==> config.mk <==
export PLATFORM = sky130hd
export DESIGN_NAME = apb_regfile_slave
export DESIGN_NICKNAME = d
export VERILOG_FILES = /design/src/rtl/apb_regfile_slave.sv
export SDC_FILE = /design/constraint.sdc
export NUM_CORES = 1
export LEC_CHECK = 0
export CAP_MARGIN = 5
export CORE_MARGIN = 5
export CORE_UTILIZATION = 48
export CTS_CLUSTER_DIAMETER = 120
export CTS_CLUSTER_SIZE = 30
export DETAILED_ROUTE_END_ITERATION = 8
export PLACE_DENSITY = 0.83
export SYNTH_ARGS = -nofsm -noshare
export SYNTH_HDL_FRONTEND = slang
export SYNTH_SLANG_ARGS = --single-unit
export TNS_END_PERCENT = 50
==> constraint.sdc <==
create_clock -name pclk -period 2.92 [get_ports pclk]
set_input_delay 0.584 -clock pclk [delete_from_list [all_inputs] [get_ports pclk]]
set_output_delay 0.584 -clock pclk [all_outputs]
set_load 0.005 [all_outputs]
==> src/rtl/apb_regfile_slave.sv <==
// APB3 slave exposing NUM_REGS read/write words at BASE_ADDR, with wait states and PSLVERR.
// Optional byte-strobe writes are enabled by defining APB_PSTRB_EN.
module apb_regfile_slave #(
    parameter int          ADDR_W      = 32,
    parameter int          DATA_W      = 32,
    parameter int          NUM_REGS    = 8,
    parameter int unsigned BASE_ADDR   = 'hA000,
    parameter int          WAIT_STATES = 0
) (
    input  logic                         pclk,
    input  logic                         preset,
    input  logic                         psel,
    input  logic                         penable,
    input  logic                         pwrite,
    input  logic [ADDR_W-1:0]            paddr,
    input  logic [DATA_W-1:0]            pwdata,
    input  logic [DATA_W/8-1:0]          pstrb,
    output logic [DATA_W-1:0]            prdata,
    output logic                         pready,
    output logic                         pslverr,
    output logic [NUM_REGS*DATA_W-1:0]   regs_o
);

    localparam int STRB_W = DATA_W / 8;
    localparam int IDX_W  = (NUM_REGS > 1) ? $clog2(NUM_REGS) : 1;

    typedef enum logic {
        IDLE,
        ACCESS
    } state_t;

    state_t            state;
    logic [DATA_W-1:0] regs [NUM_REGS];
    logic [IDX_W-1:0]  idx_q;
    logic              err_q;
    logic [3:0]        cnt;

    logic [ADDR_W-1:0] base;
    logic [ADDR_W-1:0] off;
    logic              hit;
    logic [IDX_W-1:0]  idx_d;
    logic              setup;
    logic              access;
    logic              done;
    logic              orphan;
    logic [DATA_W-1:0] wmask;
    logic [DATA_W-1:0] wdata;

    assign base   = ADDR_W'(BASE_ADDR);
    assign off    = paddr - base;
    assign hit    = (paddr >= base)
                 && (off < ADDR_W'(NUM_REGS * 4))
                 && (paddr[1:0] == 2'b00);
    assign idx_d  = off[IDX_W+1:2];

    assign setup  = psel & ~penable;
    assign access = psel & penable;
    assign done   = (state == ACCESS) && access && (cnt == 4'd0);
    // An access phase with no preceding setup is answered immediately as an error.
    assign orphan = (state == IDLE) && access;

    assign pready  = ~preset & (done | orphan);
    assign pslverr = ~preset & (orphan | (done & err_q));
    assign prdata  = (~preset & done & ~pwrite & ~err_q) ? regs[idx_q] : '0;

`ifdef APB_PSTRB_EN
    always_comb begin
        wmask = '0;
        for (int b = 0; b < STRB_W; b++) begin
            wmask[b*8 +: 8] = {8{pstrb[b]}};
        end
    end
`else
    logic unused_strb;
    assign unused_strb = ^pstrb;
    assign wmask       = '1;
`endif

    assign wdata = (regs[idx_q] & ~wmask) | (pwdata & wmask);

    always_ff @(posedge pclk) begin
        if (preset) begin
            state <= IDLE;
            idx_q <= '0;
            err_q <= 1'b0;
            cnt   <= 4'd0;
            for (int k = 0; k < NUM_REGS; k++) begin
                regs[k] <= '0;
            end
        end else begin
            unique case (state)
                IDLE: begin
                    if (setup) begin
                        idx_q <= idx_d;
                        err_q <= ~hit;
                        cnt   <= 4'(WAIT_STATES);
                        state <= ACCESS;
                    end
                end
                ACCESS: begin
                    if (!psel) begin
                        state <= IDLE;
                    end else if (!penable) begin
                        // A fresh setup replaces the pending transfer.
                        idx_q <= idx_d;
                        err_q <= ~hit;
                        cnt   <= 4'(WAIT_STATES);
                    end else if (cnt != 4'd0) begin
                        cnt <= cnt - 4'd1;
                    end else begin
                        if (pwrite && !err_q) begin
                            regs[idx_q] <= wdata;
                        end
                        state <= IDLE;
                    end
                end
                default: state <= IDLE;
            endcase
        end
    end

    for (genvar k = 0; k < NUM_REGS; k++) begin : g_flat
        assign regs_o[k*DATA_W +: DATA_W] = regs[k];
    end

endmodule

==> metrics.txt, run 1 <==
met2 wire length 19900 um; Finish-stage setup viols 32; placed instance area 16600 um2; Routed wire per std cell 25.7 um; reg2reg start cnt[1]$_SDFFE_PP0P_; Clock Power Share 27.2%; CTS clk-pin slew, worst paths 0.11 ns; Final Worst Setup Slack -0.143 ns; R2R cell count 9; P_sw 0.00162 W; antenna violations before repair 1; CTS tree built; Initial Util 48.9%; asr flop ratio synth 0%; Power Density 423 nW/um2; layout cells sized above 1 19.6%; placed cell count 1482; die area 29000 um2; Max Root-Sink Buffers 3; Setup CP Type reg -> out; hold path depth 2; DR DRC count 0; combinational share of power 12.0%; Slew Limit Fails 0; Critical Path Start Type flip-flop; metal1 wirelength 13600 um; largest cells by area after synthesis edfxtp_1 (62%), and2_1 (13%), mux4_2 (12%); Synth Register Bits 268; worst r2r dst regs[6][1]$_SDFFCE_PN0P_; cell count after synthesis 789; TritonRoute pass-1 iters 5; overall power 0.00727 W; TritonCTS buffer count 12; hold path startpoint err_q$_SDFFE_PP0P_; average cell area after synthesis 15.6 um2; GR Overflow Total 0; Final Net Count 1255; Setup WS pre-CTS -0.179 ns; leak pwr 6.19 nW; CP max FO 6; post-synthesis cell area 12300 um2; Sw Ratio 22.3%; failing checks negative setup slack; area delta synth->final 39.3%; io pins 363; share of the clock period used by the worst path 105%; clock skew 0.0198 ns; Vias/cell 5.60; sequential-to-total area share from yosys stat 64.3%; ant diodes 0; final WL 39000 um; status complete, but fails checks; fin area 17200 um2; FP Rows 58; setup TNS -1.30 ns; Non-Filler Instances 1515; share of the synthesized area in the top cell type 62.3%; Worst Tran Pin Value 0.481 ns; Tmin final 3.06 ns; pin count of the biggest net entering global routing 33; RSZ-0062 raised after global routing true; post-synth net total 865; DRT iter0 DRCs 662; worst setup path start cnt[1]$_SDFFE_PP0P_; Fillers 1772; Placer Congestion 0.823; hpwl dp 26800 um; worst rel slew slack 67.9%; Detail Route Antenna Nets 0; GRT Resource Usage Total 26.0%; Port Buffer Count 358; Clock H-tree levels 1; fmax 326 MHz; synth unique cells 40; cts hold-fix bufs 0; Sink Count 268; first-pass GRT wire length 56300 um; Hold Crit Class reg -> reg; Hold EP err_q$_SDFFE_PP0P_; Sequential Power Share 60.8%; Root Buffer clkbuf_16; EDFF count, synth 256; Die W 170 um; max_cap viols 0; DR top layer met5; Hold Fails Final Rpt 0; Internal 0.00565 W; Core ar. 25300 um2; Vert. Die Dim 170 um; Ys Warns 0; Worst-Skew Late Latency 0.49 ns; vias in the first global route 9080; via count 8485; CP Capture Type output port; area leader, netlist edfxtp_1; DR WL met3 4080 um; Max IR drop VDD 0.430 mV; flop2flop setup slack 0.48 ns; worst path arrival time 2.48 ns; Critical Path RT 2.34 ns; ys flop type edfxtp_1
[cells in the mapped netlist (all sizes together), types with 2 or more instances]
library cell,count
and2,256
edfxtp,256
mux4,64
nor2,49
mux2i,35
buf,28
clkbuf,19
dfxtp,12
or2,8
nor3,6
inv,5
nand2,5
nand3,5
nand2b,4
nand3b,4
nor4,4
or3,4
a21oi,3
ha,3
nor4b,3
xor2,3
o21ai,2
or3b,2
[layout by cell type (no fill, tap or decap), types with 5 or more instances in the layout]
cell type	synthesis	layout
and2_1	256	256
nor2_1	41	14
clkbuf_16	0	14
or2_2	8	8
edfxtp_1	256	256
clkbuf_1	10	6
nor2_2	0	7
mux2i_1	35	35
nor2_4	8	28
clkdlybuf4s50_1	0	325
nand3_1	5	5
nor3_1	6	6
buf_4	0	44
buf_2	10	31
dfxtp_1	12	7
mux4_2	64	64
buf_12	0	18
[worst max-delay path by stage]
stage | cells after the start | to
after floorplan | 7 | regs[1][0]$_SDFFCE_PN0P_
after global placement | 7 | prdata[4]
after detailed placement | 7 | prdata[4]
after CTS | 10 | prdata[15]
after global routing | 10 | prdata[3]
final | 10 | prdata[3]
[sequential cells by signal, summed over array words and instances, names as in the netlist, named ones only]
register  cells
cnt           4
err_q         1
state         1
regs        256
idx_q         3
[worst max-delay path: stages (launching register included)]
cell and delay [ns]:
dfxtp_2 0.34, inv_2 0.07, ha_4 0.12, or3b_4 0.39, nor4_4 0.34, nand2b_4 0.12
buf_12 0.15, buf_12 0.14, buf_8 0.13, nor2_4 0.07, buf_2 0.12
[through the flow]
stage / hold WS, ns / util, %
floorplan: 0.445 / -
global placement: 0.457 / 65.9
detailed placement: 0.463 / 65.9
CTS: 0.565 / 67.6
global route: 0.592 / 68.0
finish: 0.564 / 68.0
[layer usage]
metal / vias up / track usage, %
met5: - / 0
met4: 2 / 8.54
met3: 86 / 7.22
met2: 461 / 46.4
met1: 4275 / 30.5
li1: 3661 / -
[power groups by stage]
stage | clock network [W] | logic [W] | registers, W
after floorplan | 0 | 0.000290 | 0.00448
after CTS | 0.00199 | 0.000863 | 0.00442
final | 0.00198 | 0.000873 | 0.00442
after global routing | 0.00212 | 0.000918 | 0.00443
after detailed placement | 0 | 0.000853 | 0.00450
after global placement | 0 | 0.000839 | 0.00449
[kinds of logic (layout without fill, tap and decap cells)]
group,Yosys count,after routing,synth area share (%)
flops,268,268,64.3
compound gates,9,9,0.467
xor+xnor,4,4,0.284
fa+ha+maj,3,3,0.304
simple gates,354,354,17.7
buf+inv,52,448,2.50
mux,99,99,14.5
[cell type report]
| class | instances | area (um2) | share of cell area [%] |
|---|---|---|---|
| timing repair buffer | 423 | 4170 | 24.3 |
| clock inverter | 1 | 3.75 | 0.0218 |
| inverter | 5 | 18.8 | 0.109 |
| multi-input combinational | 469 | 4290 | 25.0 |
| sequential | 268 | 7940 | 46.2 |
| clock buffer | 19 | 348 | 2.02 |
| tap | 330 | 413 | 2.40 |
[timing repair]
item	in CTS	in global routing
cloned	1	1
gates resized for setup	145	49
setup endpoints to repair	33	33
pin swaps	8	19
buffers inserted	11	2
Note: power is estimated with default switching activity, not from simulation.
==> inputs of run 2 (changes only) <==
--- a/config.mk
+++ b/config.mk
@@ -5,7 +5,6 @@
 export SDC_FILE = /design/constraint.sdc
 export NUM_CORES = 1
 export LEC_CHECK = 0
-export CAP_MARGIN = 5
 export CORE_MARGIN = 5
 export CORE_UTILIZATION = 48
 export CTS_CLUSTER_DIAMETER = 120
==> results of run 2 <==
Same layout as run 1: the final DEF is identical, and so are final timing and power.
==> inputs of run 3 (changes only) <==
--- a/config.mk
+++ b/config.mk
@@ -5,12 +5,15 @@
 export SDC_FILE = /design/constraint.sdc
 export NUM_CORES = 1
 export LEC_CHECK = 0
+export CELL_PAD_IN_SITES_DETAIL_PLACEMENT = 0
+export CELL_PAD_IN_SITES_GLOBAL_PLACEMENT = 2
 export CORE_MARGIN = 5
-export CORE_UTILIZATION = 48
+export CORE_UTILIZATION = 32
 export CTS_CLUSTER_DIAMETER = 120
-export CTS_CLUSTER_SIZE = 30
+export CTS_CLUSTER_SIZE = 25
 export DETAILED_ROUTE_END_ITERATION = 8
-export PLACE_DENSITY = 0.83
+export PLACE_DENSITY = 0.81
+export RECOVER_POWER = 50
 export SYNTH_ARGS = -nofsm -noshare
 export SYNTH_HDL_FRONTEND = slang
 export SYNTH_SLANG_ARGS = --single-unit
==> metrics.txt, run 3 (synthesis results as in run 1) <==
area of the multi-input gates 4230 um2; area delta synth->final 41.4%; layout cells sized above 1 19.3%; max reg flops 256; vias in the first global route 8491; Finish-stage setup viols 24; met2 usage 32.1%; CP max FO 6; io pins 363; most common cell after layout, fill and taps aside clkdlybuf4s50_1; Worst-Skew Late Latency 0.50 ns; Final Net Count 1261; failing checks negative setup slack; share of the clock period used by the worst path 103%; Max Root-Sink Buffers 3; Clock H-tree levels 1; status complete, but fails checks; P_sw 0.00168 W; DR DRC count 0; CP Capture Type output port; Routed wire per std cell 24.7 um; Max IR drop VDD 0.279 mV; Setup WS pre-CTS -0.177 ns; Non-Filler Instances 1709; Sequential Power Share 59.4%; Critical Path RT 2.34 ns; Critical Path Sink prdata[20]; Vert. Die Dim 206 um; Reg with most FFs regs; Final Worst Setup Slack -0.0984 ns; RSZ-0062 raised after global routing true; final hold slack 0.557 ns; Tmin final 3.02 ns; Placer Congestion 0.802; placed instance area 16800 um2; GRT Resource Usage Total 19.2%; CTS tree built; Slew Limit Fails 0; worst path arrival time 2.43 ns; die area 42600 um2; first-pass GRT wire length 59700 um; placed cell count 1667; FP Rows 72; R2R cell count 11; grt met3 use 5.15%; DRT iter0 DRCs 418; antenna violations before repair 6; Largest regs regs x256, cnt x4, idx_q x3; flop2flop setup slack 0.42 ns; Initial Util 32.1%; max_cap viols 0; via count 8142; GR Overflow Total 0; Power Density 426 nW/um2; Internal 0.00576 W; leak pwr 6.23 nW; worst r2r dst regs[0][0]$_SDFFCE_PN0P_; commonest non-fill, non-tap cells in the layout clkdlybuf4s50_1 (323), and2_1 (256), edfxtp_1 (256), mux4_2 (64), buf_4 (42); Critical Path Start Type input port; Hold Fails Final Rpt 0; Core ar. 38400 um2; Detail Route Antenna Nets 0; final WL 42300 um; Die W 206 um; worst setup path start psel; Vias/cell 4.76; fmax 331 MHz; CTS clk-pin slew, worst paths 0.09 ns; clock skew 0.0201 ns; Fillers 3476; Reg area 7940 um2; reg2reg start cnt[0]$_SDFFE_PP0P_; GRT busiest layer met2; hpwl dp 28700 um; fin area 17400 um2; Sink Count 268; Root Buffer clkbuf_16; Clock Power Share 28.9%; M1 GR Usage 25.4%; TritonCTS buffer count 14; Setup CP Type in -> out; pin count of the biggest net entering global routing 33; combinational share of power 11.8%; worst rel slew slack 66.0%; Hold Crit Class reg -> reg; Sw Ratio 22.5%; Worst Tran Pin Value 0.510 ns; TritonRoute pass-1 iters 5; Port Buffer Count 358
-- run 3: cell types whose count changed in the layout (fill, tap and decap cells not counted), moves of 3 or more --
cell     change
nor2_4       -9
nor2_2       +3
buf_6        +4
buf_2        -4
nor2_1       +6
diode_2      +3
-- run 3: worst min-delay path by stage --
stage	cells past startpoint	slack [ns]	start	endpoint
detailed placement	2	0.47	cnt[1]$_SDFFE_PP0P_	cnt[1]$_SDFFE_PP0P_
CTS	2	0.57	err_q$_SDFFE_PP0P_	err_q$_SDFFE_PP0P_
floorplan	2	0.44	cnt[1]$_SDFFE_PP0P_	cnt[1]$_SDFFE_PP0P_
global route	2	0.58	err_q$_SDFFE_PP0P_	err_q$_SDFFE_PP0P_
global placement	2	0.46	cnt[1]$_SDFFE_PP0P_	cnt[1]$_SDFFE_PP0P_
finish	2	0.56	err_q$_SDFFE_PP0P_	err_q$_SDFFE_PP0P_
-- run 3: timing repair --
item	CTS	global route
endpoints found under the setup margin	34	33
hold buffers	0	0
buffers inserted	13	7
gates resized for setup	146	30
gates cloned	1	0
pin swaps	11	1
-- run 3: through the flow --
stage | TNS, ns | utilization (%) | power, W
after floorplan | 0 | - | 0.00477
after global placement | -2.82 | 43.9 | 0.00537
after detailed placement | -3.58 | 43.9 | 0.00538
after CTS | -0.970 | 45.2 | 0.00750
after global routing | -3.27 | 45.5 | 0.00769
final | -0.849 | 45.5 | 0.00743
-- run 3: area by class of cell --
type | count | share of cell area, %
sequential | 268 | 45.5
multi-input combinational | 469 | 24.2
timing repair buffer | 427 | 24.1
tap | 518 | 3.71
clock buffer | 18 | 2.22
inverter | 5 | 0.108
clock inverter | 1 | 0.0502
antenna | 3 | 0.0430
-- run 3: power groups by stage --
stage | logic (W) | registers, W | clock network [W]
after global placement | 0.000875 | 0.00450 | 0
final | 0.000875 | 0.00441 | 0.00214
after global routing | 0.000930 | 0.00443 | 0.00233
after floorplan | 0.000290 | 0.00448 | 0
after detailed placement | 0.000876 | 0.00450 | 0
after CTS | 0.000887 | 0.00441 | 0.00220
-- run 3: worst max-delay path: stages --
cell and delay, ns:
dlygate4sd3_1 0.54, nand2b_1 0.13, nor4_4 0.37, nand2b_4 0.12
buf_12 0.15, buf_16 0.14, buf_6 0.12, buf_6 0.11
nor2_4 0.06, buf_2 0.11
-- run 3: layer usage --
| metal | part of all wire (%) | wire length [um] | vias to the layer above |
|---|---|---|---|
| met5 | 0.092 | 39 | - |
| met4 | 1.4 | 580 | 6 |
| met3 | 7.8 | 3310 | 38 |
| met2 | 49 | 20700 | 286 |
| met1 | 42 | 17700 | 4145 |
| li1 | - | - | 3667 |
